$ cat config.mk
export PLATFORM = sky130hd
export DESIGN_NAME = sel_scan_ctrl
export DESIGN_NICKNAME = d
export VERILOG_FILES = /design/src/rtl/sel_scan_ctrl.sv
export SDC_FILE = /design/constraint.sdc
export NUM_CORES = 1
export LEC_CHECK = 0
export CELL_PAD_IN_SITES_DETAIL_PLACEMENT = 1
export CELL_PAD_IN_SITES_GLOBAL_PLACEMENT = 1
export CORE_MARGIN = 4
export CORE_UTILIZATION = 36
export DETAILED_ROUTE_END_ITERATION = 16
export GPL_TIMING_DRIVEN = 0
export PLACE_DENSITY = 0.78
export REMOVE_ABC_BUFFERS = 1
export SLEW_MARGIN = 20
export SYNTH_ARGS = -nofsm -noshare
export SYNTH_HDL_FRONTEND = slang
export SYNTH_SLANG_ARGS = --single-unit
$ cat constraint.sdc
create_clock -name CLK -period 1.9 [get_ports CLK]
set_input_delay 0.38 -clock CLK [delete_from_list [all_inputs] [get_ports CLK]]
set_output_delay 0.38 -clock CLK [all_outputs]
set_load 0.005 [all_outputs]
$ cat src/rtl/sel_scan_ctrl.sv
// -----------------------------------------------------------------------------
// sel_scan_ctrl
//
// Drives the select code of a downstream 4-to-1 selector through the enabled
// channels in ascending order. Each enabled channel is held for D cycles,
// where D = max(DWELL, 1). On the last cycle of that dwell the selector's
// returned data bit is captured into SAMPLE for that channel. Disabled channels
// are skipped and keep their previous SAMPLE bit. A one-cycle DONE pulse marks
// the end of the scan. All outputs come straight from flops.
//
// Ports
//   CLK       in   1        clock, rising edge
//   RST       in   1        asynchronous, active-high reset
//   START     in   1        scan request; only accepted in IDLE
//   MASK      in   4        channel enables, latched at START
//   DWELL     in   DWELL_W  cycles per channel, latched at START (0 acts as 1)
//   SEL_DATA  in   1        data bit returned by the downstream selector
//   SEL_OUT   out  2        select code to the downstream selector
//   SAMPLE    out  4        captured bit per channel
//   BUSY      out  1        high while scanning
//   DONE      out  1        one-cycle pulse at scan completion
// -----------------------------------------------------------------------------
module sel_scan_ctrl #(
   parameter int DWELL_W = 4
) (
   input  logic               CLK,
   input  logic               RST,
   input  logic               START,
   input  logic [3:0]         MASK,
   input  logic [DWELL_W-1:0] DWELL,
   input  logic               SEL_DATA,
   output logic [1:0]         SEL_OUT,
   output logic [3:0]         SAMPLE,
   output logic               BUSY,
   output logic               DONE
);

   typedef enum logic [1:0] {
      IDLE   = 2'd0,
      SCAN   = 2'd1,
      FINISH = 2'd2
   } state_t;

   localparam logic [DWELL_W-1:0] CNT_ONE = {{(DWELL_W-1){1'b0}}, 1'b1};

   state_t             state_q,  state_d;
   logic [3:0]         mask_q,   mask_d;
   logic [DWELL_W-1:0] dwell_q,  dwell_d;
   logic [DWELL_W-1:0] cnt_q,    cnt_d;
   logic [1:0]         sel_q,    sel_d;
   logic [3:0]         sample_q, sample_d;
   logic               busy_q,   busy_d;
   logic               done_q,   done_d;

   // Channel search helpers
   logic [1:0] first_ch;   // lowest enabled channel of the incoming MASK
   logic [1:0] next_ch;    // next enabled channel above sel_q in the latched mask
   logic       has_next;

   // NOTE: every signal written in an always_comb gets a default first, so no
   // path through the block can leave it unassigned and infer a latch.
   always_comb begin
      first_ch = 2'd0;
      for (int i = 3; i >= 0; i--) begin
         if (MASK[i]) first_ch = 2'(i);
      end

      next_ch  = 2'd0;
      has_next = 1'b0;
      for (int i = 0; i < 4; i++) begin
         if (!has_next && mask_q[i] && (2'(i) > sel_q)) begin
            next_ch  = 2'(i);
            has_next = 1'b1;
         end
      end
   end

   always_comb begin
      state_d  = state_q;
      mask_d   = mask_q;
      dwell_d  = dwell_q;
      cnt_d    = cnt_q;
      sel_d    = sel_q;
      sample_d = sample_q;
      busy_d   = 1'b0;
      done_d   = 1'b0;

      unique case (state_q)
         IDLE: begin
            if (START) begin
               if (MASK != 4'b0000) begin
                  mask_d  = MASK;
                  dwell_d = (DWELL == '0) ? CNT_ONE : DWELL;
                  sel_d   = first_ch;
                  cnt_d   = '0;
                  busy_d  = 1'b1;
                  state_d = SCAN;
               end else begin
                  // Empty mask: report completion without touching SEL_OUT/SAMPLE.
                  done_d  = 1'b1;
                  state_d = FINISH;
               end
            end
         end

         SCAN: begin
            busy_d = 1'b1;
            if (cnt_q == dwell_q - CNT_ONE) begin
               // Last cycle of this channel's dwell: capture the returned bit.
               sample_d[sel_q] = SEL_DATA;
               cnt_d           = '0;
               if (has_next) begin
                  sel_d = next_ch;
               end else begin
                  busy_d  = 1'b0;
                  done_d  = 1'b1;
                  state_d = FINISH;
               end
            end else begin
               cnt_d = cnt_q + CNT_ONE;
            end
         end

         FINISH: begin
            state_d = IDLE;
         end

         default: begin
            state_d = IDLE;
         end
      endcase
   end

   // NOTE: sequential state is updated with non-blocking assignments only, so
   // every flop samples the pre-edge value of the others.
   always_ff @(posedge CLK or posedge RST) begin
      if (RST) begin
         state_q  <= IDLE;
         mask_q   <= '0;
         dwell_q  <= CNT_ONE;
         cnt_q    <= '0;
         sel_q    <= '0;
         sample_q <= '0;
         busy_q   <= 1'b0;
         done_q   <= 1'b0;
      end else begin
         state_q  <= state_d;
         mask_q   <= mask_d;
         dwell_q  <= dwell_d;
         cnt_q    <= cnt_d;
         sel_q    <= sel_d;
         sample_q <= sample_d;
         busy_q   <= busy_d;
         done_q   <= done_d;
      end
   end

   assign SEL_OUT = sel_q;
   assign SAMPLE  = sample_q;
   assign BUSY    = busy_q;
   assign DONE    = done_q;

endmodule

==> flow_metrics.py, run 1 <==
metrics = {
    "floorplan": {
        "dieArea_mm2": 0.003968,
        "dieHeight_um": 62.99,
        "die_x_um": 62.99,
        "start_util_pct": 38.48,
        "core_region_area_mm2": 0.002829,
        "rows": 19,
        "design.portCount": 20,
    },
    "global_route": {
        "antenna_found_initial": 0,
        "grt_pass1_vias": 912,
        "grt_use_total_pct": 13.44,
        "grt_pass1_wl_um": 4250,
        "grt_max_degree": 22,
        "grt_overflow": 0,
    },
    "synthesis": {
        "synth_enable_flop_cells": 0,
        "yosys.area.top_type": "dfrtp_1",
        "synth_seq_cells": 21,
        "synth_flop_cell": "dfrtp_1",
        "avgSynthCellArea_um2": 11.00,
        "yosysWarnings": 0,
        "seq_area_frac_synth_pct": 48.39,
        "synth_common_cells": "dfrtp_1, mux2_2, xnor2_1",
        "yosysTopAreaCellShare_pct": 45.98,
        "synth.cell_area_mm2": 0.001089,
        "synth_area_leaders": "dfrtp_1, mux2_2, xnor2_1",
        "synth_cells": 99,
        "synthArstFlopShare_pct": 100.0,
        "synth.most_common_cell": "dfrtp_1",
        "yosysUniqueCellTypes": 32,
    },
    "timing": {
        "max-slew-margin-rel_pct": 46.70,
        "tightestPinTransition_ns": 0.7986,
        "setup_violations": 8,
        "max_freq_mhz": 503.5,
        "maxSlewViolCount": 0,
        "rsz0062_at_grt": "yes",
        "finalCritPeriodShare_pct": 104.5,
        "final-hold-violation-count": 0,
        "fin_tns_setup_ns": -0.3958,
        "worst_slack_ns": -0.08624,
        "finalCriticalPeriod_ns": 1.986,
        "fin_skew_ns": 0.001648,
    },
    "critical_path": {
        "crit_type": "flip-flop to flip-flop",
        "path_max_fanout": 5,
        "end_kind": "flip-flop",
        "cp_cell_sequence": "inv_2 -> ha_4 -> xnor2_4 -> xnor2_2 -> nor4_4 -> buf_6 -> nand4_1 -> mux2_4",
        "ff2ff_path_depth": 8,
        "max_stage_delay_ns": 0.57,
        "critPathArrivalTime_ns": 2.19,
        "slowest_stage": "dfstp_2",
        "rrSetupSlack_ns": -0.09,
        "cp.required_ns": 2.10,
        "start_kind": "flip-flop",
    },
    "run": {
        "cap_violations": 0,
    },
    "drt": {
        "ant_nets": 0,
        "vias_per_cell": 5.481,
        "wl_met2_um": 1443,
        "wl_um": 2621,
        "drc_errors": 0,
        "top_layer": "met4",
        "wl_met1_um": 1101,
        "initialDrtViolationCount": 38,
        "wl_met3_um": 69,
        "dr.pass1.iters": 4,
        "wl_per_cell_um": 17.02,
        "vias": 844,
    },
    "clock_tree": {
        "clockBufferDepth": 2,
        "clk_pin_slew_worst_paths_ns": 0.12,
        "numCtsBuffers": 3,
        "cts.sinks": 21,
        "h-tree-depth": 1,
        "root_buffer": "clkbuf_4",
        "clk_latency_ns": 0.30,
        "cts_tree": "done",
    },
    "placed_design": {
        "preCtsSetupSlack_ns": -0.3847,
        "port_buffers": 19,
        "finalWeightedCongestion": 0.8851,
        "dp_hpwl_um": 1842,
    },
    "power": {
        "p_total_mw": 2.656,
        "power_leakage_nw": 0.6171,
        "power_density_mw_per_mm2": 1816,
        "irDropWorstVdd_v": 0.0007556,
    },
    "min_path": {
        "min-delay-path-class": "primary input to async pin",
    },
    "cells_and_area": {
        "fillCellCount": 302,
        "area_delta_synth_final_pct": 34.37,
        "finalCoreUtilization_pct": 51.70,
        "num_antenna_cells": 0,
        "register_area_um2": 526.8,
        "multi_input_area_um2": 620.6,
        "drive_gt1_share_pct": 26.83,
        "nets": 138,
    },
    "outcome": {
        "outcome": "finished with violations",
        "violations": "negative setup slack",
    },
}
==> final timing paths <==
| path | to | startpoint |
|---|---|---|
| setup / recovery | SAMPLE[1]$_DFFE_PP0P_ | dwell_q[0]$_DFFE_PP1P_ |
| hold / removal | dwell_q[2]$_DFFE_PP0P_ | RST |
| setup reg to reg | SAMPLE[1]$_DFFE_PP0P_ | dwell_q[0]$_DFFE_PP1P_ |
| hold reg to reg | SAMPLE[3]$_DFFE_PP0P_ | SAMPLE[3]$_DFFE_PP0P_ |
| max in group asynchronous | dwell_q[3]$_DFFE_PP0P_ | RST |
| min in group CLK | SAMPLE[3]$_DFFE_PP0P_ | SAMPLE[3]$_DFFE_PP0P_ |
==> cell families (layout without fill, tap and decap cells) <==
family / Yosys count / after routing / synth area share (%)
DFF: 21 / 21 / 48.39
xor gates and xnor gates: 7 / 7 / 5.632
AOI/OAI and AO/OA: 20 / 20 / 12.30
and+or+nand+nor: 27 / 27 / 15.18
muxes: 13 / 13 / 13.10
adders and majority gates: 2 / 2 / 2.298
buffers and inverters: 9 / 33 / 3.103
==> worst max-delay path, delay by kind of cell, from the launching register on <==
family                   cells  cell delay [ns]
buffers and inverters        2             0.22
AND/OR/NAND/NOR              2             0.31
multiplexers                 1             0.33
XOR/XNOR                     2             0.29
adder cells (fa/ha/maj)      1             0.17
flip-flops                   1             0.57
==> flip-flops by register name (all words and copies together) (netlist names) <==
register and count:
DONE 1, state_q 2, BUSY 1, SEL_OUT 2, SAMPLE 4, dwell_q 4
cnt_q 4, mask_q 3
==> per-layer routing <==
metal / vias up / global-route usage, %
li1: 405 / -
met2: 14 / 23.32
met1: 423 / 15.81
met5: - / 0
met3: 2 / 4.137
met4: 0 / 3.857
==> cell type report <==
class | instances | share of cell area [%]
clock buffers | 4 | 1.796
inverters | 6 | 1.540
multi-input cells | 69 | 42.43
flip-flops and latches | 21 | 36.01
well taps | 31 | 2.652
repair buffers | 23 | 15.57
==> power breakdown <==
part	total (mW)	leakage (nW)	internal, mW	switching [mW]
Combinational	1.54	0.349	0.880	0.660
Sequential	0.896	0.253	0.660	0.236
Clock	0.220	0.0150	0.0818	0.138
==> timing repair <==
| action | CTS | global route |
|---|---|---|
| pin swaps | 4 | 5 |
| cloned | 1 | 0 |
| setup buffers | 2 | 1 |
| hold buffers | 0 | 0 |
| gates resized for setup | 9 | 10 |
| setup endpoints to repair | 14 | 11 |
==> placed cells by master (no fill, tap or decap), types with 2 or more instances in the layout <==
cell type and instances:
mux2i_1 2, a22o_1 2, clkdlybuf4s50_1 19, xnor2_1 3
xnor2_2 3, buf_4 2, nor3_1 2, o21bai_1 2
nand3_1 2, a21oi_1 6, clkbuf_4 3, inv_1 5
dfrtp_1 20, mux2_4 4, o21ai_0 4, nor2_1 4
o2bb2ai_1 2, buf_6 2, nand4_1 3, mux2_2 6
nand2_1 5
==> stage by stage <==
step                hold slack, ns  cells  cell area (um2)
finish                      0.5173    154             1463
global route                0.5608    154             1463
CTS                         0.5211    153             1410
detailed placement          0.4886    146             1306
global placement            0.4808    146             1306
floorplan                   0.3558     96             1077
No activity file was read; power rests on OpenSTA's default activity.
==> inputs of run 2 (changes only) <==
- SKIP_LAST_GASP: unset -> 1
==> run 2 against run 1 <==
The flow still finishes with violations (negative setup slack). Clock-buffer cell count did not move. Clock skew rose by 0.00083 ns. Final cell count did not move. Final area fell by 0.26%. Sequential power barely moved. Via count rose by 0.12%. Flip-flop and latch count did not move. Global-route usage did not move. Register-to-register slack barely moved. Sequential share of layout area rose by 0.093 points. Largest cell class unchanged.
==> flow_metrics.py, run 2 (same netlist as run 1, synthesis figures left out) <==
metrics = {
    "outcome": {
        "outcome": "finished with violations",
        "violations": "negative setup slack",
    },
    "clock_tree": {
        "clk_latency_ns": 0.30,
        "root_buffer": "clkbuf_4",
        "cts.sinks": 21,
        "cts_tree": "done",
        "postCtsHoldBufs": 0,
        "clockBufferDepth": 2,
        "h-tree-depth": 1,
        "numCtsBuffers": 3,
        "clk_pin_slew_worst_paths_ns": 0.12,
    },
    "critical_path": {
        "crit_path_start": "dwell_q[0]$_DFFE_PP1P_",
        "r2r-start": "dwell_q[0]$_DFFE_PP1P_",
        "cp.required_ns": 2.10,
        "start_kind": "flip-flop",
        "critPathArrivalTime_ns": 2.19,
        "reg2reg_to": "SAMPLE[1]$_DFFE_PP0P_",
        "end_kind": "flip-flop",
        "rrSetupSlack_ns": -0.09,
        "crit_type": "flip-flop to flip-flop",
        "crit_end": "SAMPLE[1]$_DFFE_PP0P_",
        "path_max_fanout": 5,
        "ff2ff_path_depth": 8,
    },
    "timing": {
        "maxSlewViolCount": 0,
        "holdWs_ns": 0.5134,
        "tightestPinTransition_ns": 0.7988,
        "finalCriticalPeriod_ns": 1.986,
        "final-hold-violation-count": 0,
        "max_freq_mhz": 503.4,
        "rsz0062_at_grt": "yes",
        "fin_tns_setup_ns": -0.3704,
        "worst_slack_ns": -0.08649,
        "fin_skew_ns": 0.002480,
        "finalCritPeriodShare_pct": 104.6,
        "max-slew-margin-rel_pct": 46.69,
        "setup_violations": 8,
    },
    "drt": {
        "wl_um": 2584,
        "vias_per_cell": 5.487,
        "drc_errors": 0,
        "wl_per_cell_um": 16.78,
        "dr.pass1.iters": 4,
        "ant_nets": 0,
        "initialDrtViolationCount": 38,
        "vias": 845,
    },
    "floorplan": {
        "design.portCount": 20,
        "die_x_um": 62.99,
        "dieHeight_um": 62.99,
        "rows": 19,
        "start_util_pct": 38.48,
        "core_region_area_mm2": 0.002829,
        "dieArea_mm2": 0.003968,
    },
    "cells_and_area": {
        "finalCoreUtilization_pct": 51.57,
        "area_delta_synth_final_pct": 34.02,
        "num_antenna_cells": 0,
        "final_common_cell": "dfrtp_1",
        "mostFrequentLayoutCells": "dfrtp_1, clkdlybuf4s50_1, mux2_2, a21oi_1",
        "nets": 138,
        "final_area_mm2": 0.001459,
        "fillCellCount": 302,
        "drive_gt1_share_pct": 26.02,
    },
    "global_route": {
        "grt_max_degree": 22,
        "grt_overflow": 0,
        "grt_use_total_pct": 13.44,
        "grt_pass1_wl_um": 4250,
        "antenna_found_initial": 0,
        "grt_pass1_vias": 912,
    },
    "placed_design": {
        "dp_hpwl_um": 1842,
        "port_buffers": 19,
        "finalWeightedCongestion": 0.8851,
        "dpl_cell_area_mm2": 0.001306,
    },
    "min_path": {
        "min-delay-path-class": "flip-flop to flip-flop",
    },
    "run": {
        "cap_violations": 0,
    },
    "power": {
        "swShare_pct": 39.08,
        "clkPwrFrac_pct": 8.3,
        "power.share.sequential_pct": 33.9,
        "internal-power_mw": 1.611,
        "p_total_mw": 2.645,
        "irDropWorstVdd_v": 0.0007555,
        "power_leakage_nw": 0.6114,
        "power_density_mw_per_mm2": 1813,
        "share_comb_of_total_power_pct": 57.8,
        "power.switching_mw": 1.034,
    },
}
run 2: cell count changes in the layout (fill, tap and decap cells not counted):
cell    change
mux2_1      +1
mux2_4      -1
run 2: layout make-up:
| class | instances | area [um2] | share of cell area, % |
|---|---|---|---|
| clock buffer | 4 | 26.28 | 1.801 |
| inverter | 6 | 22.52 | 1.544 |
| multi-input combinational | 69 | 616.8 | 42.28 |
| sequential | 21 | 526.8 | 36.11 |
| tap | 31 | 38.79 | 2.659 |
| timing repair buffer | 23 | 227.7 | 15.61 |
run 2: worst min-delay path by stage:
stage / startpoint / end / slack [ns] / cells past startpoint
floorplan: RST / BUSY$_DFF_PP0_ / 0.36 / 1
global placement: SAMPLE[1]$_DFFE_PP0P_ / SAMPLE[1]$_DFFE_PP0P_ / 0.48 / 1
detailed placement: SAMPLE[3]$_DFFE_PP0P_ / SAMPLE[3]$_DFFE_PP0P_ / 0.49 / 1
CTS: SAMPLE[3]$_DFFE_PP0P_ / SAMPLE[3]$_DFFE_PP0P_ / 0.52 / 1
global route: SAMPLE[0]$_DFFE_PP0P_ / SAMPLE[0]$_DFFE_PP0P_ / 0.56 / 1
finish: SAMPLE[3]$_DFFE_PP0P_ / SAMPLE[3]$_DFFE_PP0P_ / 0.51 / 1
run 2: power groups by stage:
stage               sequential [mW]  clock, mW  combinational (mW)
finish                        0.896      0.220                1.53
global route                  0.930      0.246                1.65
CTS                           0.883      0.229                1.38
detailed placement            0.880          0                1.14
global placement              0.857          0                1.09
floorplan                     0.831          0               0.798
run 2: critical path, stage by stage, from the launching register on:
cell,delay [ns]
dfstp_2,0.57
inv_2,0.05
ha_4,0.17
xnor2_4,0.13
xnor2_2,0.16
nor4_4,0.19
buf_6,0.17
nand4_1,0.12
mux2_4,0.33
run 2: metrics by stage:
step,std cells,worst slack (ns)
finish,154,-0.08649
global route,154,-0.1502
CTS,153,-0.05459
detailed placement,146,-0.3847
global placement,146,-0.3251
floorplan,96,-0.1511
run 2: timing repair:
item,CTS,global route
resized for setup,9,9
pin swaps,4,3
setup endpoints to repair,14,11
cloned,1,0
setup buffers,2,1
run 2: per-layer routing:
layer,routed length (um),track usage (%),part of all wire (%)
met3,69,4.137,2.7
met2,1415,23.32,55
met5,0,0,0
met4,7,3.857,0.27
met1,1091,15.81,42
==> inputs of run 3 (changes only) <==
- CORE_ASPECT_RATIO: unset -> 1.75
==> run 3 against run 2 <==
Final area is 0.26% higher. Power down 0.98%. Maximum frequency up 3.8%. The run still ends with negative setup slack left. Sequential power decreased by 1%. Worst hold slack gained 0.0034 ns. Die area grew 0.86%. Largest cell class unchanged. Critical path type unchanged.
==> flow_metrics.py, run 3 (same netlist as run 1, synthesis figures left out) <==
metrics = {
    "timing": {
        "finalCriticalPeriod_ns": 1.913,
        "max_freq_mhz": 522.7,
        "worst_slack_ns": -0.01332,
        "finalCritPeriodShare_pct": 100.7,
        "final-hold-violation-count": 0,
        "max-slew-margin-rel_pct": 46.77,
        "maxSlewViolCount": 0,
        "fin_skew_ns": 0.007970,
        "rsz0062_at_grt": "yes",
        "tightestPinTransition_ns": 0.7975,
        "setup_violations": 3,
        "holdWs_ns": 0.5167,
    },
    "min_path": {
        "min-delay-path-class": "flip-flop to flip-flop",
        "whs_path_depth": 1,
    },
    "global_route": {
        "grt_pass1_wl_um": 4491,
        "grt_overflow": 0,
        "grt_use_total_pct": 14.69,
        "grt_max_degree": 22,
        "grt_pass1_vias": 948,
        "antenna_found_initial": 0,
    },
    "cells_and_area": {
        "mostFrequentLayoutCells": "dfrtp_1, clkdlybuf4s50_1, mux2_2, a21oi_1",
        "num_antenna_cells": 0,
        "nets": 138,
        "drive_gt1_share_pct": 26.83,
        "area_delta_synth_final_pct": 34.37,
        "final_common_cell": "dfrtp_1",
    },
    "critical_path": {
        "critPathTopFamily": "flip-flops",
        "start_kind": "flip-flop",
        "critPathArrivalTime_ns": 2.07,
        "path_max_fanout": 8,
        "path_depth": 8,
        "critPathBufInv": 2,
        "cp_cell_sequence": "inv_2 -> ha_4 -> xnor2_4 -> xnor2_2 -> nor4_4 -> buf_6 -> nand4_1 -> mux2_4",
        "slowest_stage": "dfstp_2",
        "cp.required_ns": 2.05,
        "ff2ff_path_depth": 8,
        "crit_type": "flip-flop to flip-flop",
        "max_stage_delay_ns": 0.55,
        "end_kind": "flip-flop",
    },
    "floorplan": {
        "dieArea_mm2": 0.004002,
        "dieHeight_um": 80.74,
        "core_region_area_mm2": 0.002928,
        "rows": 26,
        "die_x_um": 49.57,
        "start_util_pct": 37.18,
        "design.portCount": 20,
    },
    "clock_tree": {
        "h-tree-depth": 1,
        "cts.sinks": 21,
        "numCtsBuffers": 3,
        "clk_pin_slew_worst_paths_ns": 0.08,
        "clk_latency_ns": 0.26,
        "clockBufferDepth": 2,
        "root_buffer": "clkbuf_8",
        "cts_tree": "done",
    },
    "power": {
        "power_leakage_nw": 0.6154,
        "power_density_mw_per_mm2": 1791,
        "irDropWorstVdd_v": 0.0006976,
    },
    "drt": {
        "vias": 845,
        "wl_met2_um": 1537,
        "dr.pass1.iters": 4,
        "drc_errors": 0,
        "wl_met1_um": 940,
        "initialDrtViolationCount": 4,
        "vias_per_cell": 5.596,
        "wl_um": 2581,
        "wl_met3_um": 68,
        "wl_per_cell_um": 17.09,
        "ant_nets": 0,
        "top_layer": "met4",
    },
    "outcome": {
        "outcome": "finished with violations",
        "violations": "negative setup slack",
    },
    "placed_design": {
        "dp_hpwl_um": 1928,
        "finalWeightedCongestion": 0.8230,
        "preCtsSetupSlack_ns": -0.3972,
        "port_buffers": 19,
    },
    "run": {
        "cap_violations": 0,
    },
}
-- run 3: cell types whose count changed in the layout (fill, tap and decap cells not counted), sizes merged --
cell	change
clkbuf	-1
clkinv	+1
-- run 3: final cells by class --
type	count	area [um2]
well taps	28	35.03
clock inverters	1	5.005
flip-flops and latches	21	526.8
clock buffers	3	41.29
repair buffers	23	224.0
inverters	6	22.52
fillers	309	1465
multi-input cells	69	608.1
-- run 3: per-stage QoR --
| step | area (um2) | utilization [%] | power [mW] | std cells | TNS [ns] |
|---|---|---|---|---|---|
| 6_report | 1463 | 49.96 | 2.619 | 151 | -0.02271 |
| 5_1_grt | 1463 | 49.96 | 2.824 | 151 | -0.3902 |
| 4_1_cts | 1458 | 49.79 | 2.623 | 151 | -0.08050 |
| 3_5_place_dp | 1303 | 44.49 | 2.018 | 143 | -4.963 |
| 3_3_place_gp | 1303 | 44.49 | 1.953 | 143 | -4.428 |
| 2_1_floorplan | 1077 | - | 1.629 | 96 | -0.8628 |
-- run 3: layer usage --
metal  track usage, %  vias up
li1                 -      403
met1            14.97      421
met2            28.65       17
met3            2.202        4
met4            6.648        0
met5                0        -
-- run 3: final timing paths --
kind                                          end  slack [ns]              startpoint
setup / recovery            SAMPLE[3]$_DFFE_PP0P_       -0.01  dwell_q[0]$_DFFE_PP1P_
hold / removal              SAMPLE[3]$_DFFE_PP0P_        0.52   SAMPLE[3]$_DFFE_PP0P_
setup reg to reg            SAMPLE[3]$_DFFE_PP0P_       -0.01  dwell_q[0]$_DFFE_PP1P_
hold reg to reg             SAMPLE[3]$_DFFE_PP0P_        0.52   SAMPLE[3]$_DFFE_PP0P_
max in group asynchronous  dwell_q[2]$_DFFE_PP0P_        0.83                     RST
min in group asynchronous          BUSY$_DFF_PP0_        0.56                     RST
-- run 3: report_power, final --
part | switching, mW | internal [mW] | total, mW
Clock | 0.150 | 0.146 | 0.296
Combinational | 0.614 | 0.825 | 1.44
Sequential | 0.223 | 0.661 | 0.884
Total | 0.987 | 1.63 | 2.62
-- run 3: worst register-to-register path: stages, from the launching register on --
cell and delay [ns]:
dfstp_2 0.55, inv_2 0.05, ha_4 0.17, xnor2_4 0.13
xnor2_2 0.16, nor4_4 0.15, buf_6 0.16, nand4_1 0.12
mux2_4 0.33
-- run 3: repair_timing --
action                                  CTS  global route
endpoints found under the setup margin   14            13
pin swaps                                 4             0
cloned                                    0             0
endpoints found under the hold margin     0             0
hold buffers                              0             0
resized for setup                        12             2
setup buffers                             4             0
